## config.mk

```make
export PLATFORM = sky130hd
export DESIGN_NAME = stream_mux_nto1
export DESIGN_NICKNAME = d
export VERILOG_FILES = /design/src/rtl/stream_mux_pkg.sv /design/src/rtl/stream_mux_nto1_rr_arbiter.sv /design/src/rtl/stream_mux_nto1.sv
export SDC_FILE = /design/constraint.sdc
export NUM_CORES = 1
export LEC_CHECK = 0
export ABC_AREA = 1
export CORE_UTILIZATION = 47
export DETAILED_ROUTE_END_ITERATION = 10
export PLACE_DENSITY = 0.85
export SYNTH_ARGS = -nofsm -noshare
export SYNTH_HDL_FRONTEND = slang
export SYNTH_SLANG_ARGS = --single-unit
export TNS_END_PERCENT = 1
```

## constraint.sdc

```tcl
create_clock -name clk_in -period 6.2 [get_ports clk_in]
set_clock_uncertainty 0.1 [all_clocks]
set_input_delay 0.93 -clock clk_in [delete_from_list [all_inputs] [get_ports clk_in]]
set_output_delay 0.93 -clock clk_in [all_outputs]
set_load 0.01 [all_outputs]
```

## src/rtl/stream_mux_pkg.sv

```systemverilog
// Shared definitions for the N-to-1 stream multiplexer: mode encodings and
// the cyclic round-robin search used by the arbiter.
package stream_mux_pkg;

  localparam logic MODE_FIXED = 1'b0;
  localparam logic MODE_RR    = 1'b1;

  // Upper bound on channel count handled by rr_next.
  localparam int MAX_CH    = 32;
  localparam int MAX_SEL_W = 5;

  // Cyclic search of valid starting at ptr+1 over num_ch channels.
  // Returns the first set index, or -1 when no bit is set.
  // ptr must be below num_ch.
  function automatic int rr_next(
    input logic [MAX_CH-1:0]    valid,
    input logic [MAX_SEL_W-1:0] ptr,
    input int                   num_ch
  );
    int result;
    int cand;
    result = -1;
    for (int k = 1; k <= MAX_CH; k++) begin
      cand = int'(ptr) + k;
      cand = (cand >= num_ch) ? (cand - num_ch) : cand;
      if ((k <= num_ch) && (result < 0) && (cand < MAX_CH)) begin
        if (valid[cand]) begin
          result = cand;
        end else begin
          result = result;
        end
      end else begin
        result = result;
      end
    end
    return result;
  endfunction

endpackage

```

## src/rtl/stream_mux_nto1_rr_arbiter.sv

```systemverilog
// Combinational round-robin arbiter: picks the first requesting channel
// found when searching cyclically from ptr+1.
module rr_arbiter
  import stream_mux_pkg::*;
#(
  parameter  int NUM_CH = 4,
  localparam int SEL_W  = $clog2(NUM_CH)
) (
  input  logic [NUM_CH-1:0] req,
  input  logic [SEL_W-1:0]  ptr,
  output logic [SEL_W-1:0]  grant,
  output logic              grant_valid
);

  logic [MAX_CH-1:0]    req_ext_s;
  logic [MAX_SEL_W-1:0] ptr_ext_s;
  int                   idx_s;

  // Widen the request/pointer to the package search width and run the search.
  always_comb begin
    req_ext_s               = '0;
    req_ext_s[NUM_CH-1:0]   = req;
    ptr_ext_s               = '0;
    ptr_ext_s[SEL_W-1:0]    = ptr;
    idx_s                   = rr_next(req_ext_s, ptr_ext_s, NUM_CH);
    if (idx_s >= 0) begin
      grant_valid = 1'b1;
      grant       = SEL_W'(idx_s);
    end else begin
      grant_valid = 1'b0;
      grant       = '0;
    end
  end

endmodule

```

## src/rtl/stream_mux_nto1.sv

```systemverilog
// Registered N-to-1 valid/ready stream multiplexer with fixed-select and
// round-robin modes and a single output register stage.
module stream_mux_nto1
  import stream_mux_pkg::*;
#(
  parameter  int DATA_W = 8,
  parameter  int NUM_CH = 4,
  localparam int SEL_W  = $clog2(NUM_CH)
) (
  input  logic                     clk_in,
  input  logic                     rst_n_in,
  input  logic                     mode_in,
  input  logic [SEL_W-1:0]         sel_in,
  input  logic [NUM_CH*DATA_W-1:0] data_in,
  input  logic [NUM_CH-1:0]        valid_in,
  output logic [NUM_CH-1:0]        ready_out,
  output logic [DATA_W-1:0]        y_out,
  output logic                     y_valid_out,
  input  logic                     y_ready_in,
  output logic [SEL_W-1:0]         ch_out
);

  // Reset value of the round-robin pointer: last channel, so the first
  // search begins at channel 0.
  localparam logic [SEL_W-1:0] PTR_RST = SEL_W'(NUM_CH - 1);

  logic [DATA_W-1:0] y_r;
  logic [SEL_W-1:0]  ch_r;
  logic              y_valid_r;
  logic [SEL_W-1:0]  rr_ptr_r;

  logic              load_en_s;
  logic [SEL_W-1:0]  rr_grant_s;
  logic              rr_grant_valid_s;
  logic              fixed_valid_s;
  logic [SEL_W-1:0]  grant_s;
  logic              grant_valid_s;
  logic [DATA_W-1:0] next_data_s;

  assign y_out       = y_r;
  assign ch_out      = ch_r;
  assign y_valid_out = y_valid_r;

  rr_arbiter #(
    .NUM_CH (NUM_CH)
  ) u_rr_arbiter (
    .req         (valid_in),
    .ptr         (rr_ptr_r),
    .grant       (rr_grant_s),
    .grant_valid (rr_grant_valid_s)
  );

  // Register may accept a word when empty or when its word drains this
  // cycle; never during reset so no transfer is acknowledged then.
  always_comb begin
    load_en_s = rst_n_in && (!y_valid_r || y_ready_in);
  end

  // Fixed-select grant: only an in-range, valid channel is granted. The
  // equality scan makes out-of-range selects resolve to no grant.
  always_comb begin
    fixed_valid_s = 1'b0;
    for (int i = 0; i < NUM_CH; i++) begin
      if (sel_in == SEL_W'(i)) begin
        fixed_valid_s = valid_in[i];
      end else begin
        fixed_valid_s = fixed_valid_s;
      end
    end
  end

  // Mode select between fixed and round-robin grant.
  always_comb begin
    if (mode_in == MODE_RR) begin
      grant_s       = rr_grant_s;
      grant_valid_s = rr_grant_valid_s;
    end else begin
      grant_s       = sel_in;
      grant_valid_s = fixed_valid_s;
    end
  end

  // One-hot ready toward the granted producer only.
  always_comb begin
    ready_out = '0;
    if (load_en_s && grant_valid_s) begin
      ready_out[grant_s] = 1'b1;
    end else begin
      ready_out = '0;
    end
  end

  // Data word of the granted channel.
  always_comb begin
    next_data_s = '0;
    if (grant_valid_s) begin
      next_data_s = data_in[int'(grant_s)*DATA_W +: DATA_W];
    end else begin
      next_data_s = '0;
    end
  end

  // Output register: load on transfer, empty when loadable with no grant,
  // hold under back-pressure.
  always_ff @(posedge clk_in) begin
    if (!rst_n_in) begin
      y_r       <= '0;
      ch_r      <= '0;
      y_valid_r <= 1'b0;
    end else if (load_en_s) begin
      if (grant_valid_s) begin
        y_r       <= next_data_s;
        ch_r      <= grant_s;
        y_valid_r <= 1'b1;
      end else begin
        y_valid_r <= 1'b0;
      end
    end
  end

  // Round-robin pointer follows the last round-robin transfer only.
  always_ff @(posedge clk_in) begin
    if (!rst_n_in) begin
      rr_ptr_r <= PTR_RST;
    end else if (load_en_s && grant_valid_s && (mode_in == MODE_RR)) begin
      rr_ptr_r <= grant_s;
    end
  end

endmodule
```

Yosys cells after proc, flatten, opt, wreduce, memory -nomap -nowiden. Index checks and enable logic that the tools add are counted.

Add/subtract/negate cells: 8. Multiply operators: 0. Divide/modulo/power cells: 0. Magnitude comparators: 18. Eq/ne operators: 3. Shift operators: 1. Mux-type cells: 36. Bitwise logic cells: 0. Reduce and logical (&&, ||, !) cells: 11.

Operators by type and width (count): 2-to-1 mux 32 bit (12); < comparator 32 x 7 -> 1 bit (second input constant) (8); >= comparator 32 x 4 -> 1 bit (second input constant) (4); subtractor 32 x 4 -> 32 bit (second input constant) (4); < comparator 32 x 1 -> 1 bit (second input constant) (3); >= comparator 32 x 1 -> 1 bit (second input constant) (1); indexed part select 32 x 6 -> 8 bit (1); binary-select mux 1 bit (select 5 bit) (4); 2-to-1 mux 1 bit (16); logical AND 1 bit (7); adder 2 x 2 -> 3 bit (second input constant) (2); adder 2 x 3 -> 4 bit (second input constant) (1); equality test 2 bit (second input constant) (2); 2-to-1 mux 2 bit (2); 2-to-1 mux 4 bit (1); adder 2 x 1 -> 3 bit (second input constant) (1); < comparator 2 x 3 -> 1 bit (second input constant) (1); demux 1 bit (select 2 bit) (1); equality test 2 x 1 -> 1 bit (second input constant) (1); >= comparator 2 x 1 -> 1 bit (second input constant) (1); zero test 2 bit (1); AND reduction 2 bit (1); zero test 1 bit (1); logical OR 1 bit (1).

Register bits: 13. Bits in latches: 0. Memory bits (writable): 0. Bits in read-only memories: 0. Output and inout port bits: 15. Memories: 0.

Logic depth before layout (Yosys ltp). Gate-level depths: netlist of the first run.

Depth after elaboration: 25. Mapped depth: 18.

Modules after synthesis. A second synthesis of the first run with hierarchy kept.

Cells, all modules: 224. Area total of the unflattened synthesis: 1282.5 µm².

By module, submodules not included: stream_mux_nto1 (times used 1, cells each 166, area each 980.9 µm²); rr_arbiter (times used 1, cells each 58, area each 301.5 µm²).

Least setup slack after synthesis of the first run. OpenSTA, ideal clock, no wires.

Kind: register -> output. From: reg rr_ptr_r[0]. To: out ready_out[1]. Arrival time: 2.154 ns. Required time: 5.170 ns. Setup slack: 3.016 ns. Stages on the path, launching flop included: 15. Buffers on the path: 1. Cell sequence: dfxtp_1 > inv_4 > ha_1 > inv_1 > nand3_2 > inv_2 > nor2_4 > nand2_2 > nand2_2 > nor2_2 > nand2_2 > nand2_4 > nand2_8 > buf_12 > nor3_1.

Word-level cells in the longest chain between the ends: 25. Elaborated cells on any way between the ends: 58. Classes of those cells: add/sub (8); order compare (14); mux (31); reduce/logical (5).

Ends and longest elaborated chain: start: declaration (line stream_mux_nto1.sv:30) `logic [SEL_W-1:0] rr_ptr_r;`; start signal: assignment (line stream_mux_nto1.sv:126) `rr_ptr_r <= grant_s;`; adder 2 x 1 -> 3 bit (line stream_mux_pkg.sv:24) `cand = int'(ptr) + k;`; subtractor 32 x 4 -> 32 bit or >= comparator 32 x 4 -> 1 bit (tied branches) (line stream_mux_pkg.sv:25) `cand = (cand >= num_ch) ? (cand - num_ch) : cand;`; 2-to-1 mux 32 bit (line stream_mux_pkg.sv:25); binary-select mux 1 bit (select 5 bit) (line stream_mux_pkg.sv:27) `if (valid[cand]) begin`; 2-to-1 mux 1 bit (implied by the code) (2 in a row) (line stream_mux_pkg.sv:27); 2-to-1 mux 32 bit (line stream_mux_pkg.sv:27); 2-to-1 mux 32 bit (line stream_mux_pkg.sv:26) `if ((k <= num_ch) && (result < 0) && (cand < MAX_CH)) begin`; < comparator 32 x 1 -> 1 bit (line stream_mux_pkg.sv:26); [8 not listed]; >= comparator 32 x 1 -> 1 bit (line stream_mux_nto1_rr_arbiter.sv:26) `if (idx_s >= 0) begin`; 2-to-1 mux 2 bit (line stream_mux_nto1_rr_arbiter.sv:26); 2-to-1 mux 2 bit (line stream_mux_nto1.sv:74) `if (mode_in == MODE_RR) begin`; < comparator 2 x 3 -> 1 bit (implied by the code) or >= comparator 2 x 1 -> 1 bit (tied branches) (line stream_mux_nto1.sv:87) `ready_out[grant_s] = 1'b1;`; logical AND 1 bit (implied by the code) (line stream_mux_nto1.sv:87); 2-to-1 mux 1 bit (implied by the code) (line stream_mux_nto1.sv:87); demux 1 bit (select 2 bit) (line stream_mux_nto1.sv:87); 2-to-1 mux 4 bit (*) (line stream_mux_nto1.sv:86) `if (load_en_s && grant_valid_s) begin`; end: declaration (line stream_mux_nto1.sv:16) `output logic [NUM_CH-1:0] ready_out,`.

Every way passes the cells marked *; elsewhere a longest branch is shown, timed or not. The select of a mux whose other input is x is not followed.

Worst setup path in the final report of the first run.
From: in rst_n_in. To: out ready_out[3].

Word-level cells in the longest chain between the ends: 3.

Ends and longest elaborated chain: start: declaration (line stream_mux_nto1.sv:11) `input logic rst_n_in,`; logical AND 1 bit (line stream_mux_nto1.sv:56) `load_en_s = rst_n_in && (!y_valid_r || y_ready_in);`; logical AND 1 bit (line stream_mux_nto1.sv:86); 2-to-1 mux 4 bit (line stream_mux_nto1.sv:86).

No other way between the ends.

==> flow_summary.json, run 1 <==
{
  "status": "complete, but fails checks",
  "violations": "design-rule violations",
  "cts_made_buffers": 3,
  "leakage_uw": 0.00105,
  "clockRootBuffer": "clkbuf_4",
  "synth_commonest_cells": "54 x inv_1, 43 x nand3_1, 36 x nand2_1, 16 x nand2_2, 13 x dfxtp_1",
  "grt_first_pass_wirelength_um": 5940,
  "cp-end-kind": "primary output",
  "grt_max_degree": 20,
  "firstDrtPassIters": 7,
  "arrival_ps": 3330,
  "cts_tree": "done",
  "htree_levels": 1,
  "required_ps": 5170,
  "min_period_ps": 4360,
  "drive_gt1_frac": 0.149,
  "ir_drop_mv": 0.123,
  "syn_inst": 227,
  "io_buffers": 56,
  "clkSinkCount": 13,
  "diodes": 0,
  "io_pins": 57,
  "avgViaCountPerCell": 5.04,
  "fmax_mhz": 230,
  "yosys.area.top_type": "dfxtp_1",
  "cts_setup_buffers": 0,
  "multi_input_area_um2": 882,
  "yosysMostFrequentCell": "inv_1",
  "hold_path.class": "reg2reg",
  "vias": 1578,
  "drtIter0Drc": 66,
  "stdcell_count": 313,
  "max_cap_viol_count": 0,
  "powerDensity_nw_per_um2": 178,
  "post-route-period-util": 0.703,
  "holdBufCountCts": 0,
  "startpoint_type": "input port",
  "nets": 330,
  "nFillCells": 260,
  "coreArea_um2": 2830,
  "drv_slew": 0,
  "tightest_slew_ps": 457,
  "grtUsageTotal": 0.230,
  "post-route-util": 0.705,
  "clk_pin_slew_worst_paths_ps": 80,
  "routed_wl_um": 3520,
  "std_cell_rows": 19,
  "ys_seq_area_frac": 0.182,
  "drtAntennaViolNets": 0,
  "initial_core_util": 0.506,
  "cts_max_path_buffers": 2,
  "ys_seq_elements": 13,
  "syn_to_final_growth_pct": 39.3,
  "syn_avg_cell_area_um2": 6.31,
  "synth_cell_types": 28,
  "wire_per_inst_um": 11.2,
  "dp_hpwl_um": 2730,
  "first_global_vias": 1433,
  "reg2regPathDepth": 16,
  "overflow": 0,
  "dp.cells": 309,
  "netlist.area_leader.share": 0.182,
  "reg2reg_slack_ps": 3430,
  "setup-tns-final_ps": 0,
  "syn_nets": 274,
  "whs_path_depth": 2,
  "drc": 3,
  "synth_flop_cell": "dfxtp_1",
  "setup_viol_count_final": 0,
  "insertion_delay_ps": 270,
  "hold_viol": 0,
  "antenna_found_initial": 0,
  "slew_headroom": 0.695,
  "synth_edf_count": 0,
  "dieHeight_um": 57.2,
  "crit_type": "in2out",
  "syn_area_um2": 1430,
  "path_max_fanout": 19,
  "rsz0062_at_grt": "false",
  "synthTopCellsByArea": "dfxtp_1 18%, nand3_1 15%, inv_1 14%, nand2_1 9.4%, nand2_2 7.0%",
  "cts_repair_resize_count": 0,
  "gp_congestion": 0.861,
  "die_area_um2": 3270,
  "async_reset_ff_frac": 0,
  "die_w_um": 57.2,
  "yosys_warnings": 0,
  "regArea_um2": 260
}
[power breakdown]
group          switching [uW]  internal (uW)
clock network            27.0           24.9
registers                8.01           93.3
logic                     112           90.4
total                     147            209
[cell families (layout without fill, tap and decap cells)]
logic type               count (synthesis)  count (layout)  synth area share
AND/OR/NAND/NOR                        122             122             0.466
flip-flops                              13              13             0.182
buffers and inverters                   64             119             0.203
AO/OA/AOI/OAI                           23              23             0.106
adder cells (fa/ha/maj)                  5               5            0.0437
[critical path, stage by stage]
cell,delay [ps]
clkdlybuf4s50_1,680
inv_1,160
nor3_1,320
nand3_2,180
inv_2,280
nand2_1,130
nor2_1,100
clkdlybuf4s50_1,540
[per-stage QoR]
step | hold slack, ps | instance area [um^2] | setup slack [ps] | power, uW
6_report | 422 | 2000 | 1840 | 356
5_1_grt | 444 | 2000 | 1630 | 384
4_1_cts | 422 | 2000 | 1840 | 357
3_5_place_dp | 371 | 1970 | 1880 | 305
3_3_place_gp | 378 | 1970 | 1910 | 301
2_1_floorplan | 390 | 1430 | 3020 | 242
[layout make-up]
type                            instances  area share
Multi-Input combinational cell        150       0.442
Timing Repair Buffer                   57       0.285
Sequential cell                        13       0.130
Inverter                               58       0.110
Tap cell                               31      0.0194
Clock buffer                            4      0.0132
[placed cells by master, fill, tap and decap left out, types with 8 or more instances in the layout]
cell type,count
nand2_2,16
inv_1,54
nor2_1,9
o21a_1,8
clkdlybuf4s50_1,56
nand3_2,9
nand2_1,36
dfxtp_1,13
nand3_1,43
[worst paths after layout]
| check | start | endpoint |
|---|---|---|
| worst max-delay path | rst_n_in | ready_out[3] |
| worst min-delay path | ch_out[1] | ch_out[1] |
| worst max register to register | rr_ptr_r[0] | y_out[2] |
| worst min register to register | ch_out[1] | ch_out[1] |
[state kept, by name (all words and copies together) (netlist names)]
| register | flops |
|---|---|
| rr_ptr_r | 2 |
| y_valid_out | 1 |
| ch_out | 2 |
| y_out | 8 |
[per-layer routing]
metal	up-vias	track usage	wire [um]
li1	817	-	-
met1	695	0.261	1460
met2	62	0.405	1770
met3	4	0.0748	261
met4	0	0.0767	23
met5	-	0	0
No activity file was read; power rests on OpenSTA's default activity.
==> run 2, diff against run 1 <==
- CORE_UTILIZATION: 47 -> 44
- PLACE_DENSITY: 0.85 -> 0.8
- clock period: 6.2 -> 4.6 ns (I/O delays scaled with it)
==> flow_summary.json, run 2 (synthesis gave the netlist of run 1 again) <==
{
  "nets": 330,
  "drc": 0,
  "post-route-util": 0.654,
  "powerDensity_nw_per_um2": 238,
  "avgViaCountPerCell": 4.67,
  "std_cell_rows": 20,
  "tightest_slew_ps": 448,
  "drtIter0Drc": 40,
  "syn_to_final_growth_pct": 40.4,
  "wire_per_inst_um": 10.6,
  "grt_max_degree": 20,
  "io_pins": 57,
  "gp_congestion": 0.867,
  "drv_slew": 0,
  "final_common_cell": "clkdlybuf4s50_1",
  "required_ps": 3810,
  "clkSinkCount": 13,
  "firstDrtPassIters": 4,
  "max_cap_viol_count": 0,
  "cp-end-kind": "primary output",
  "first_global_vias": 1402,
  "hold_path.class": "reg2reg",
  "hold_viol": 0,
  "nFillCells": 289,
  "fmax_mhz": 250,
  "grt_first_pass_wirelength_um": 5810,
  "die_area_um2": 3490,
  "arrival_ps": 3220,
  "ir_drop_mv": 0.144,
  "min_period_ps": 4010,
  "clk_pin_slew_worst_paths_ps": 80,
  "clockRootBuffer": "clkbuf_4",
  "cts_max_path_buffers": 2,
  "cts_made_buffers": 3,
  "routed_wl_um": 3450,
  "rsz0062_at_grt": "false",
  "drive_gt1_frac": 0.149,
  "initial_core_util": 0.465,
  "startpoint_type": "register",
  "post-route-period-util": 0.871,
  "crit_type": "reg2out",
  "die_w_um": 59.1,
  "coreArea_um2": 3080,
  "holdBufCountCts": 0,
  "overflow": 0,
  "setup-tns-final_ps": 0,
  "status": "complete, no violations",
  "path_max_fanout": 19,
  "slew_headroom": 0.701,
  "cts_tree": "done",
  "largest_reg_flops": 8,
  "cts_setup_buffers": 0,
  "dp_hpwl_um": 2700,
  "final_cell_mix": "56 x clkdlybuf4s50_1, 54 x inv_1, 43 x nand3_1",
  "leakage_uw": 0.00105,
  "insertion_delay_ps": 280,
  "vias": 1524,
  "htree_levels": 1,
  "io_buffers": 56,
  "setup_viol_count_final": 0,
  "dieHeight_um": 59.1,
  "cts_repair_resize_count": 0,
  "antenna_found_initial": 0,
  "grtUsageTotal": 0.212,
  "drtAntennaViolNets": 0,
  "diodes": 0
}
## run 2: path summary, 6_finish.rpt
path	cells after the start	slack (ps)	startpoint	to
max reg2reg	13	1860	rr_ptr_r[0]	rr_ptr_r[1]
min	2	380	ch_out[1]	ch_out[1]
max	13	590	rr_ptr_r[0]	ready_out[3]
min reg2reg	2	380	ch_out[1]	ch_out[1]
## run 2: per-stage QoR
stage	setup slack, ps	area [um^2]	total power (uW)	instances	hold WS, ps
floorplan	1660	1430	326	227	390
global placement	682	1990	406	322	356
detailed placement	690	1990	409	322	366
CTS	616	2010	481	326	378
global route	384	2010	517	326	396
finish	593	2010	479	326	381
## run 2: power by group
group	internal [uW]	leakage, uW	switching (uW)
clock	33.6	0.0000150	37.9
sequential	126	0.000108	10.2
combinational	122	0.000925	149
## run 2: critical path, cell delays in order (launching register included)
cell and delay (ps):
dfxtp_1 570, inv_4 130, ha_1 420, inv_1 110
nand3_2 110, inv_2 50, nor2_4 150, nor2_4 60
nand3_1 100, nand3_2 150, inv_2 290, nand2_1 140
nor2_1 110, clkdlybuf4s50_1 540
## run 2: per-layer routing
layer / share of wire / global-route usage / vias to the layer above
li1: - / - / 818
met1: 0.46 / 0.260 / 661
met2: 0.48 / 0.385 / 43
met3: 0.052 / 0.0480 / 2
met4: 0.0049 / 0.0272 / 0
met5: 0 / 0 / -
## run 2: final cells by class
| cell class | count | area [um^2] | share of cell area |
|---|---|---|---|
| Clock buffer | 4 | 26.3 | 0.0131 |
| Inverter | 58 | 220 | 0.109 |
| Multi-Input combinational cell | 150 | 882 | 0.438 |
| Sequential cell | 13 | 260 | 0.129 |
| Tap cell | 44 | 55.1 | 0.0274 |
| Timing Repair Buffer | 57 | 568 | 0.282 |
